==> src/rtl/lbp_param_if.sv <==
// rtl/lbp_param_if.sv - control, gray-read and LBP-write signals of the LBP engine
interface lbp_param_if #(
    parameter int PIX_W  = 8,
    parameter int ADDR_W = 14
);
    logic              start;
    logic [PIX_W-1:0]  thr;
    logic              border_zero;
    logic              gray_req;
    logic [ADDR_W-1:0] gray_addr;
    logic              gray_ready;
    logic [PIX_W-1:0]  gray_data;
    logic              lbp_valid;
    logic [ADDR_W-1:0] lbp_addr;
    logic [7:0]        lbp_data;
    logic              busy;
    logic              finish;

    modport master (
        output start, thr, border_zero, gray_ready, gray_data,
        input  gray_req, gray_addr, lbp_valid, lbp_addr, lbp_data, busy, finish
    );

    modport slave (
        input  start, thr, border_zero, gray_ready, gray_data,
        output gray_req, gray_addr, lbp_valid, lbp_addr, lbp_data, busy, finish
    );
endinterface

==> src/rtl/lbp_param.sv <==
// rtl/lbp_param.sv - 3x3 local binary pattern engine over a gray frame in external memory
module lbp_param #(
    parameter int IMG_W  = 128,
    parameter int IMG_H  = 128,
    parameter int PIX_W  = 8,
    parameter int ADDR_W = 14
) (
    input  logic         clk,
    input  logic         reset,
    lbp_param_if.slave   bus
);
    localparam int ROW_W = $clog2(IMG_H);
    localparam int COL_W = $clog2(IMG_W);

    localparam logic [2:0] S_IDLE   = 3'd0;
    localparam logic [2:0] S_FETCH  = 3'd1;
    localparam logic [2:0] S_WRITE  = 3'd2;
    localparam logic [2:0] S_BORDER = 3'd3;
    localparam logic [2:0] S_DONE   = 3'd4;

    localparam logic [ADDR_W-1:0] W_A   = ADDR_W'(IMG_W);
    localparam logic [ADDR_W-1:0] ONE_A = ADDR_W'(1);
    localparam logic [ROW_W-1:0]  ROW_LAST = ROW_W'(IMG_H - 1);
    localparam logic [ROW_W-1:0]  ROW_PEN  = ROW_W'(IMG_H - 2);
    localparam logic [COL_W-1:0]  COL_LAST = COL_W'(IMG_W - 1);
    localparam logic [COL_W-1:0]  COL_PEN  = COL_W'(IMG_W - 2);

    logic [2:0]        state;
    logic [ROW_W-1:0]  row;
    logic [COL_W-1:0]  col;
    logic [ADDR_W-1:0] pix_addr;
    logic [3:0]        fetch_idx;
    logic [PIX_W-1:0]  center;
    logic [7:0]        code;
    logic [PIX_W-1:0]  thr_q;
    logic              bz_q;
    logic              lbp_valid_q;
    logic [ADDR_W-1:0] lbp_addr_q;
    logic [7:0]        lbp_data_q;
    logic              busy_q;
    logic              finish_q;

    logic [ADDR_W-1:0] fetch_addr;
    logic [PIX_W:0]    cmp_sum;
    logic              bit_set;
    logic [ROW_W-1:0]  n_row;
    logic [COL_W-1:0]  n_col;
    logic [ADDR_W-1:0] n_addr;
    logic              n_done;
    logic              n_border;

    // Neighbour addresses are offsets from a running pixel address, so no multiply is needed.
    always_comb begin
        fetch_addr = pix_addr;
        case (fetch_idx)
            4'd1:    fetch_addr = pix_addr - W_A - ONE_A;
            4'd2:    fetch_addr = pix_addr - W_A;
            4'd3:    fetch_addr = pix_addr - W_A + ONE_A;
            4'd4:    fetch_addr = pix_addr - ONE_A;
            4'd5:    fetch_addr = pix_addr + ONE_A;
            4'd6:    fetch_addr = pix_addr + W_A - ONE_A;
            4'd7:    fetch_addr = pix_addr + W_A;
            4'd8:    fetch_addr = pix_addr + W_A + ONE_A;
            default: fetch_addr = pix_addr;
        endcase
    end

    // Widened by one bit so center+thr saturating past full scale can never match.
    assign cmp_sum = {1'b0, center} + {1'b0, thr_q};
    assign bit_set = ({1'b0, bus.gray_data} >= cmp_sum);

    // Without border output the walk jumps from (r,W-2) straight to (r+1,1).
    always_comb begin
        n_row = row;
        n_col = col;
        n_addr = pix_addr + ONE_A;
        if (bz_q) begin
            n_done = (row == ROW_LAST) && (col == COL_LAST);
            if (col == COL_LAST) begin
                n_row = row + ROW_W'(1);
                n_col = '0;
            end else begin
                n_col = col + COL_W'(1);
            end
        end else begin
            n_done = (row == ROW_PEN) && (col == COL_PEN);
            if (col == COL_PEN) begin
                n_row  = row + ROW_W'(1);
                n_col  = COL_W'(1);
                n_addr = pix_addr + ADDR_W'(3);
            end else begin
                n_col = col + COL_W'(1);
            end
        end
        n_border = (n_row == '0) || (n_row == ROW_LAST) || (n_col == '0) || (n_col == COL_LAST);
    end

    always_ff @(posedge clk) begin
        if (reset) begin
            state       <= S_IDLE;
            row         <= '0;
            col         <= '0;
            pix_addr    <= '0;
            fetch_idx   <= '0;
            center      <= '0;
            code        <= '0;
            thr_q       <= '0;
            bz_q        <= 1'b0;
            lbp_valid_q <= 1'b0;
            lbp_addr_q  <= '0;
            lbp_data_q  <= '0;
            busy_q      <= 1'b0;
            finish_q    <= 1'b0;
        end else begin
            lbp_valid_q <= 1'b0;
            case (state)
                S_IDLE, S_DONE: begin
                    if (bus.start) begin
                        thr_q     <= bus.thr;
                        bz_q      <= bus.border_zero;
                        busy_q    <= 1'b1;
                        finish_q  <= 1'b0;
                        fetch_idx <= '0;
                        if (bus.border_zero) begin
                            row         <= '0;
                            col         <= '0;
                            pix_addr    <= '0;
                            state       <= S_BORDER;
                            lbp_valid_q <= 1'b1;
                            lbp_addr_q  <= '0;
                            lbp_data_q  <= '0;
                        end else begin
                            row      <= ROW_W'(1);
                            col      <= COL_W'(1);
                            pix_addr <= W_A + ONE_A;
                            state    <= S_FETCH;
                        end
                    end
                end
                S_FETCH: begin
                    if (bus.gray_ready) begin
                        if (fetch_idx == 4'd0) begin
                            center <= bus.gray_data;
                        end else begin
                            code <= {bit_set, code[7:1]};
                        end
                        if (fetch_idx == 4'd8) begin
                            fetch_idx   <= '0;
                            state       <= S_WRITE;
                            lbp_valid_q <= 1'b1;
                            lbp_addr_q  <= pix_addr;
                            lbp_data_q  <= {bit_set, code[7:1]};
                        end else begin
                            fetch_idx <= fetch_idx + 4'd1;
                        end
                    end
                end
                S_WRITE, S_BORDER: begin
                    if (n_done) begin
                        state    <= S_DONE;
                        busy_q   <= 1'b0;
                        finish_q <= 1'b1;
                    end else begin
                        row      <= n_row;
                        col      <= n_col;
                        pix_addr <= n_addr;
                        if (n_border) begin
                            state       <= S_BORDER;
                            lbp_valid_q <= 1'b1;
                            lbp_addr_q  <= n_addr;
                            lbp_data_q  <= '0;
                        end else begin
                            state <= S_FETCH;
                        end
                    end
                end
                default: state <= S_IDLE;
            endcase
        end
    end

    assign bus.gray_req  = (state == S_FETCH);
    assign bus.gray_addr = (state == S_FETCH) ? fetch_addr : '0;
    assign bus.lbp_valid = lbp_valid_q;
    assign bus.lbp_addr  = lbp_addr_q;
    assign bus.lbp_data  = lbp_data_q;
    assign bus.busy      = busy_q;
    assign bus.finish    = finish_q;
endmodule

==> src/flat_wrapper.sv <==
// flat-port wrapper written by rule: the top's interface ports become plain ports
module lbp_param_flat 
#(
    parameter int IMG_W  = 128,
    parameter int IMG_H  = 128,
    parameter int PIX_W  = 8,
    parameter int ADDR_W = 14
)
  (clk, reset, bus_start, bus_thr, bus_border_zero, bus_gray_ready, bus_gray_data, bus_gray_req, bus_gray_addr, bus_lbp_valid, bus_lbp_addr, bus_lbp_data, bus_busy, bus_finish);
  lbp_param_if #(.PIX_W(PIX_W), .ADDR_W(ADDR_W)) bus_i ();
  input  logic clk;
  input  logic reset;
  input wire logic [$bits(bus_i.start)-1:0] bus_start;
  input wire logic [$bits(bus_i.thr)-1:0] bus_thr;
  input wire logic [$bits(bus_i.border_zero)-1:0] bus_border_zero;
  input wire logic [$bits(bus_i.gray_ready)-1:0] bus_gray_ready;
  input wire logic [$bits(bus_i.gray_data)-1:0] bus_gray_data;
  output wire logic [$bits(bus_i.gray_req)-1:0] bus_gray_req;
  output wire logic [$bits(bus_i.gray_addr)-1:0] bus_gray_addr;
  output wire logic [$bits(bus_i.lbp_valid)-1:0] bus_lbp_valid;
  output wire logic [$bits(bus_i.lbp_addr)-1:0] bus_lbp_addr;
  output wire logic [$bits(bus_i.lbp_data)-1:0] bus_lbp_data;
  output wire logic [$bits(bus_i.busy)-1:0] bus_busy;
  output wire logic [$bits(bus_i.finish)-1:0] bus_finish;
  assign bus_i.start = bus_start;
  assign bus_i.thr = bus_thr;
  assign bus_i.border_zero = bus_border_zero;
  assign bus_i.gray_ready = bus_gray_ready;
  assign bus_i.gray_data = bus_gray_data;
  assign bus_gray_req = bus_i.gray_req;
  assign bus_gray_addr = bus_i.gray_addr;
  assign bus_lbp_valid = bus_i.lbp_valid;
  assign bus_lbp_addr = bus_i.lbp_addr;
  assign bus_lbp_data = bus_i.lbp_data;
  assign bus_busy = bus_i.busy;
  assign bus_finish = bus_i.finish;
  lbp_param #(.IMG_W(IMG_W), .IMG_H(IMG_H), .PIX_W(PIX_W), .ADDR_W(ADDR_W)) u_core (.clk(clk), .reset(reset), .bus(bus_i));
endmodule
==> config.mk <==
export PLATFORM = sky130hd
export DESIGN_NAME = lbp_param_flat
export DESIGN_NICKNAME = d
export VERILOG_FILES = /design/src/rtl/lbp_param_if.sv /design/src/rtl/lbp_param.sv /design/src/flat_wrapper.sv
export SDC_FILE = /design/constraint.sdc
export NUM_CORES = 1
export LEC_CHECK = 0
export ABC_AREA = 1
export CORE_MARGIN = 5
export CORE_UTILIZATION = 30
export CTS_CLUSTER_SIZE = 24
export DETAILED_ROUTE_END_ITERATION = 7
export GPL_TIMING_DRIVEN = 0
export HOLD_SLACK_MARGIN = 0.05
export RECOVER_POWER = 25
export SYNTH_ARGS = -nofsm -noshare
export SYNTH_HDL_FRONTEND = slang
export SYNTH_SLANG_ARGS = --single-unit
==> constraint.sdc <==
create_clock -name clk -period 2.53 [get_ports clk]
set_input_delay 0.253 -clock clk [delete_from_list [all_inputs] [get_ports clk]]
set_output_delay 0.253 -clock clk [all_outputs]
set_load 0.005 [all_outputs]
Word level (Yosys, flattened, before mapping)
Cells that the tools add are included.

Flip-flop bits (word level): 85. Input bits: 21.

Add/sub/neg operators: 13. Magnitude comparators: 1. Equal/unequal tests: 25. Multiplexer cells: 59. Bitwise logic cells: 1. Reductions and logical operators: 22.

Operators by type and width (number): $mux 14 (11); $pmux 14 s8 (1); $mux 7 (9); $mux 8 (7); $add 14x1->14 const B (3); $eq 7x7->1 const B (6); $pmux 14 s3 (1); $sub 14x1->14 const B (3); $pmux 14 s2 (1); $pmux 7 s2 (2); $pmux 8 s3 (1); $reduce_and 3->1 (6); $eq 4x3->1 const B (4); $add 14x2->14 const B (1); $add 14x8->14 const B (1); $add 7x1->7 const B (2); $logic_not 7->1 (2); $sub 14x8->14 const B (1); $mux 1 (12); $mux 3 (4); $mux 4 (3); $add 8x8->9 (1); $ge 8x9->1 (1); $pmux 3 s3 (1); other kinds (23) (37).

Logic depth before layout (Yosys ltp)
Depth after elaboration: 10. Mapped depth: 19. Depth with buffers taken out: 19.

Worst setup path after synthesis
Ideal clock, no wire load.

Kind: register -> register. Start point: register u_core.thr_q[0]. End point: register u_core.lbp_data_q[7], in the netlist u_core.bus.lbp_data[7]. Data arrival time: 2.347 ns. Data required time: 2.417 ns. Setup slack: 0.070 ns. Cell stages (with the launch flop): 18. Buffers on the path: 0. Period minus slack after synthesis: 2.460 ns. Cell sequence: dfxtp_1 > ha_1 > inv_1 > fa_1 > o21ai_0 > a21oi_1 > nor2_1 > nor2_1 > xor2_1 > ha_1 > a21oi_1 > nand2_1 > nand2_1 > nand2_1 > nand2_1 > nor2_1 > nor2_1 > nor2_1.

Longest elaborated chain between the ends: 5.

Ends and longest elaborated chain: start, declared (line lbp_param.sv:35) `logic [PIX_W-1:0] thr_q;`; start signal, assigned (line lbp_param.sv:119) `thr_q <= bus.thr;`; $add 8x8->9 (line lbp_param.sv:69) `assign cmp_sum = {1'b0, center} + {1'b0, thr_q};`; $ge 8x9->1 (line lbp_param.sv:70) `assign bit_set = ({1'b0, bus.gray_data} >= cmp_sum);`; $mux 8 (line lbp_param.sv:147) `if (fetch_idx == 4'd8) begin`; $mux 8 (line lbp_param.sv:141) `if (bus.gray_ready) begin`; $pmux 8 s3 (line lbp_param.sv:116) `case (state)`; end signal, assigned (line lbp_param.sv:152) `lbp_data_q <= {bit_set, code[7:1]};`; end, declared (line lbp_param.sv:39) `logic [7:0] lbp_data_q;`.

Every way passes these cells. The select of a mux whose other input is x is not followed. A chain may end at the register's enable or synchronous reset.

Worst setup path after layout
Start point: register u_core.fetch_idx[0]. End point: output port bus_gray_addr[13].

Longest elaborated chain between the ends: 3.

Ends and longest elaborated chain: start, declared (line lbp_param.sv:32) `logic [3:0] fetch_idx;`; start signal, assigned (line lbp_param.sv:154) `fetch_idx <= fetch_idx + 4'd1;`; $eq 4x4->1, or another cell as far along (line lbp_param.sv:55) `case (fetch_idx)`; $pmux 14 s8 * (line lbp_param.sv:55); $mux 14 * (line lbp_param.sv:183) `assign bus.gray_addr = (state == S_FETCH) ? fetch_addr : '0;`; end, declared (line flat_wrapper.sv:19) `output wire logic [$bits(bus_i.gray_addr)-1:0] bus_gray_addr;`.

Mark *: on every way between the ends. The rest lies on a longest branch, timed or not.

==> flow_summary.yaml <==
layout:
  area_growth_pct: 35.6
  layout_common_cells: "nand2_1, nor2_1, inv_1, nand3_1, o21ai_0"
  nets: 1231
  design_area_um2: 8630
  register_area_um2: 1720
  layout_commonest_cell: "nand2_1"
  final_core_util_pct: 41.2
  n_fill_cell: 2266
  multi_input_area_um2: 4570
  drive_gt1_share_pct: 20.1
  antennaDiodeCount: 0
worst_hold_path:
  hp-class: "reg2reg"
  holdCritStartpoint: "u_core.code[7]"
  whs_path_depth: 2
  min_to: "u_core.code[6]"
sta:
  holdWs_ps: 468
  setup_slack_ps: -88.2
  rsz0062_at_grt: "yes"
  tightest_slew_ps: 710
  fin_crit_sh_pct: 103
  finClkSkew_ps: 7.27
  final_hold_viol_count: 0
  period_needed_ps: 2620
  drv_slew: 0
  maxSlewHeadroom_pct: 52.7
  setup_viol: 5
  maxClockFrequency_ghz: 0.382
cts:
  cts.htree.levels: 3
  clkTransAtPathRegs_ps: 70
  cts_buffer_depth: 2
  tritoncts: "done"
  cts_buffers: 9
  numClockSinks: 84
  cts.hold.buffers_added: 0
  clock_latency_ps: 340
  clockRootBuffer: "clkbuf_16"
synthesis:
  synth-edff-count: 0
  netlist_top_cells_area: "dfxtp_1, nand2_1, nor2_1, o21ai_0, nand3_1"
  synth_top_area_cell: "dfxtp_1"
  yosys_warnings: 0
  synth.top_cell.area_share_pct: 26.4
  syn_inst: 1060
  synth_seq_area_share_pct: 26.4
  yosysUniqueCellTypes: 45
  postSynthAreaPerCell_um2: 6.00
  synth_nets: 1111
  ys_seq_elements: 84
  async_flop_share_pct: 0
  synth_flop_cell: "dfxtp_1"
  syn_area_um2: 6360
status:
  status: "finished, violations left"
  failed_checks: "negative setup slack"
routing:
  drc: 0
  routed_via_density: 5.07
  wl_per_cell_um: 14.8
  drt_pre_antenna_iters: 5
  ant_nets: 0
  wirelength_um: 21600
  dr.first_iter.drc_count: 512
  routed-via-count: 7407
grt:
  grt_pass1_wl_um: 34100
  grt_max_degree: 15
  grt_pass1_vias: 6822
  track_usage_pct: 17.1
  antenna_found_initial: 0
  gr-total-overflow: 0
pwr:
  ir_drop_mv: 0.496
  p_per_area_nw_per_um2: 1110
  p_total_mw: 9.55
  p_leak_nw: 3.61
place:
  port_buffers: 60
  place_hpwl_um: 15700
  place_area_um2: 7310
  pre_cts_ws_ps: -954
  place_congestion: 0.938
floorplan:
  die_area_um2: 24200
  core_um2: 21000
  die_h_um: 156
  io_pins: 61
  die_x_um: 156
  num_rows: 53
  start_util_pct: 30.4
setup_path:
  r2r_start: "u_core.thr_q[0]"
  cp-end-kind: "primary output"
  start_kind: "flop"
  cp.required_ps: 2280
  timing.rr.end: "u_core.bus.lbp_data[7]"
  rr_worst_depth: 17
  worstSetupPathType: "reg2out"
  worstPathArrival_ps: 2370
  crit_fanout: 4
  ff2ff_setup_slack_ps: 0
run:
  maxCapViolations: 0
[critical path: stages, from the launching register on]
cell and delay (ps):
dfxtp_4 360, inv_4 80, ha_4 160, inv_4 50, nor2_4 180, nor2_4 90
inv_2 100, nor2_2 40, nor2_2 110, buf_4 130, nand3_4 70, nor2_4 140
buf_4 130, nand3_1 60, nand3_1 110, a21oi_2 60, buf_2 130
[cell families (layout without fill, tap and decap cells)]
family / Yosys count / after routing / synth area share [%]
fa+ha+maj: 30 / 30 / 6.02
flops: 84 / 84 / 26.4
xor+xnor: 27 / 27 / 3.72
compound gates: 214 / 214 / 18.2
simple gates: 535 / 535 / 35.0
buf+inv: 170 / 295 / 10.6
[routing by layer]
| metal | share of wire [%] | vias to the layer above | track usage, % |
|---|---|---|---|
| met5 | 0 | - | 0 |
| met4 | 1.9 | 0 | 5.09 |
| met3 | 6.6 | 32 | 2.55 |
| met2 | 47 | 254 | 27.9 |
| met1 | 45 | 3421 | 23.5 |
| li1 | - | 3700 | - |
[flip-flops by register name (all words and copies together) (netlist names)]
register and flops:
u_core.bus.busy 1, u_core.bus.finish 1, u_core.bus.lbp_addr 14, u_core.bus.lbp_data 8
u_core.bus.lbp_valid 1, u_core.bz_q 1, u_core.center 8, u_core.code 7
u_core.col 7, u_core.fetch_idx 4, u_core.pix_addr 14, u_core.row 7
u_core.state 3, u_core.thr_q 8
[power breakdown]
group | internal [mW] | switching [mW]
clock network | 0.701 | 0.567
registers | 1.79 | 0.432
logic | 2.36 | 3.70
[repair_timing]
| action | CTS | global route |
|---|---|---|
| resized for setup | 173 | 92 |
| gates cloned | 0 | 2 |
| setup buffers | 40 | 10 |
| endpoints found under the setup margin | 63 | 58 |
| pin swaps | 38 | 36 |
[Yosys cell counts (all sizes together), types with 2 or more instances]
cell / n
o211ai: 7
nor3b: 2
a211oi: 4
dfxtp: 84
o21ai: 100
nand3: 94
a21boi: 2
o221ai: 2
nand2: 228
ha: 29
nand4: 9
nor2: 186
xor2: 23
clkinv: 4
a21oi: 81
nor3: 15
clkbuf: 24
buf: 15
o22ai: 6
o31ai: 3
xnor2: 4
inv: 127
[through the flow]
stage / std cells / TNS (ps)
2_1_floorplan: 1060 / 0
3_3_place_gp: 1395 / -16150
3_5_place_dp: 1395 / -15490
4_1_cts: 1448 / -268
5_1_grt: 1460 / -1950
6_report: 1460 / -211
[cell type report]
type | count | area share (%)
timing repair buffer | 112 | 11.2
clock inverter | 4 | 0.377
clock buffer | 12 | 2.86
multi-input combinational | 806 | 53.0
sequential | 84 | 20.0
buffer | 36 | 2.45
inverter | 131 | 6.19
tap | 275 | 3.99
[worst max path at each step]
stage / startpoint / depth (start not counted) / to
floorplan: u_core.thr_q[0] / 17 / u_core.bus.lbp_data[7]
global placement: u_core.fetch_idx[0] / 10 / bus_gray_addr[9]
detailed placement: u_core.fetch_idx[0] / 10 / bus_gray_addr[9]
CTS: u_core.fetch_idx[1] / 15 / bus_gray_addr[13]
global route: u_core.thr_q[0] / 19 / u_core.bus.lbp_data[7]
finish: u_core.fetch_idx[0] / 16 / bus_gray_addr[13]
No activity file was read; power rests on OpenSTA's default activity.
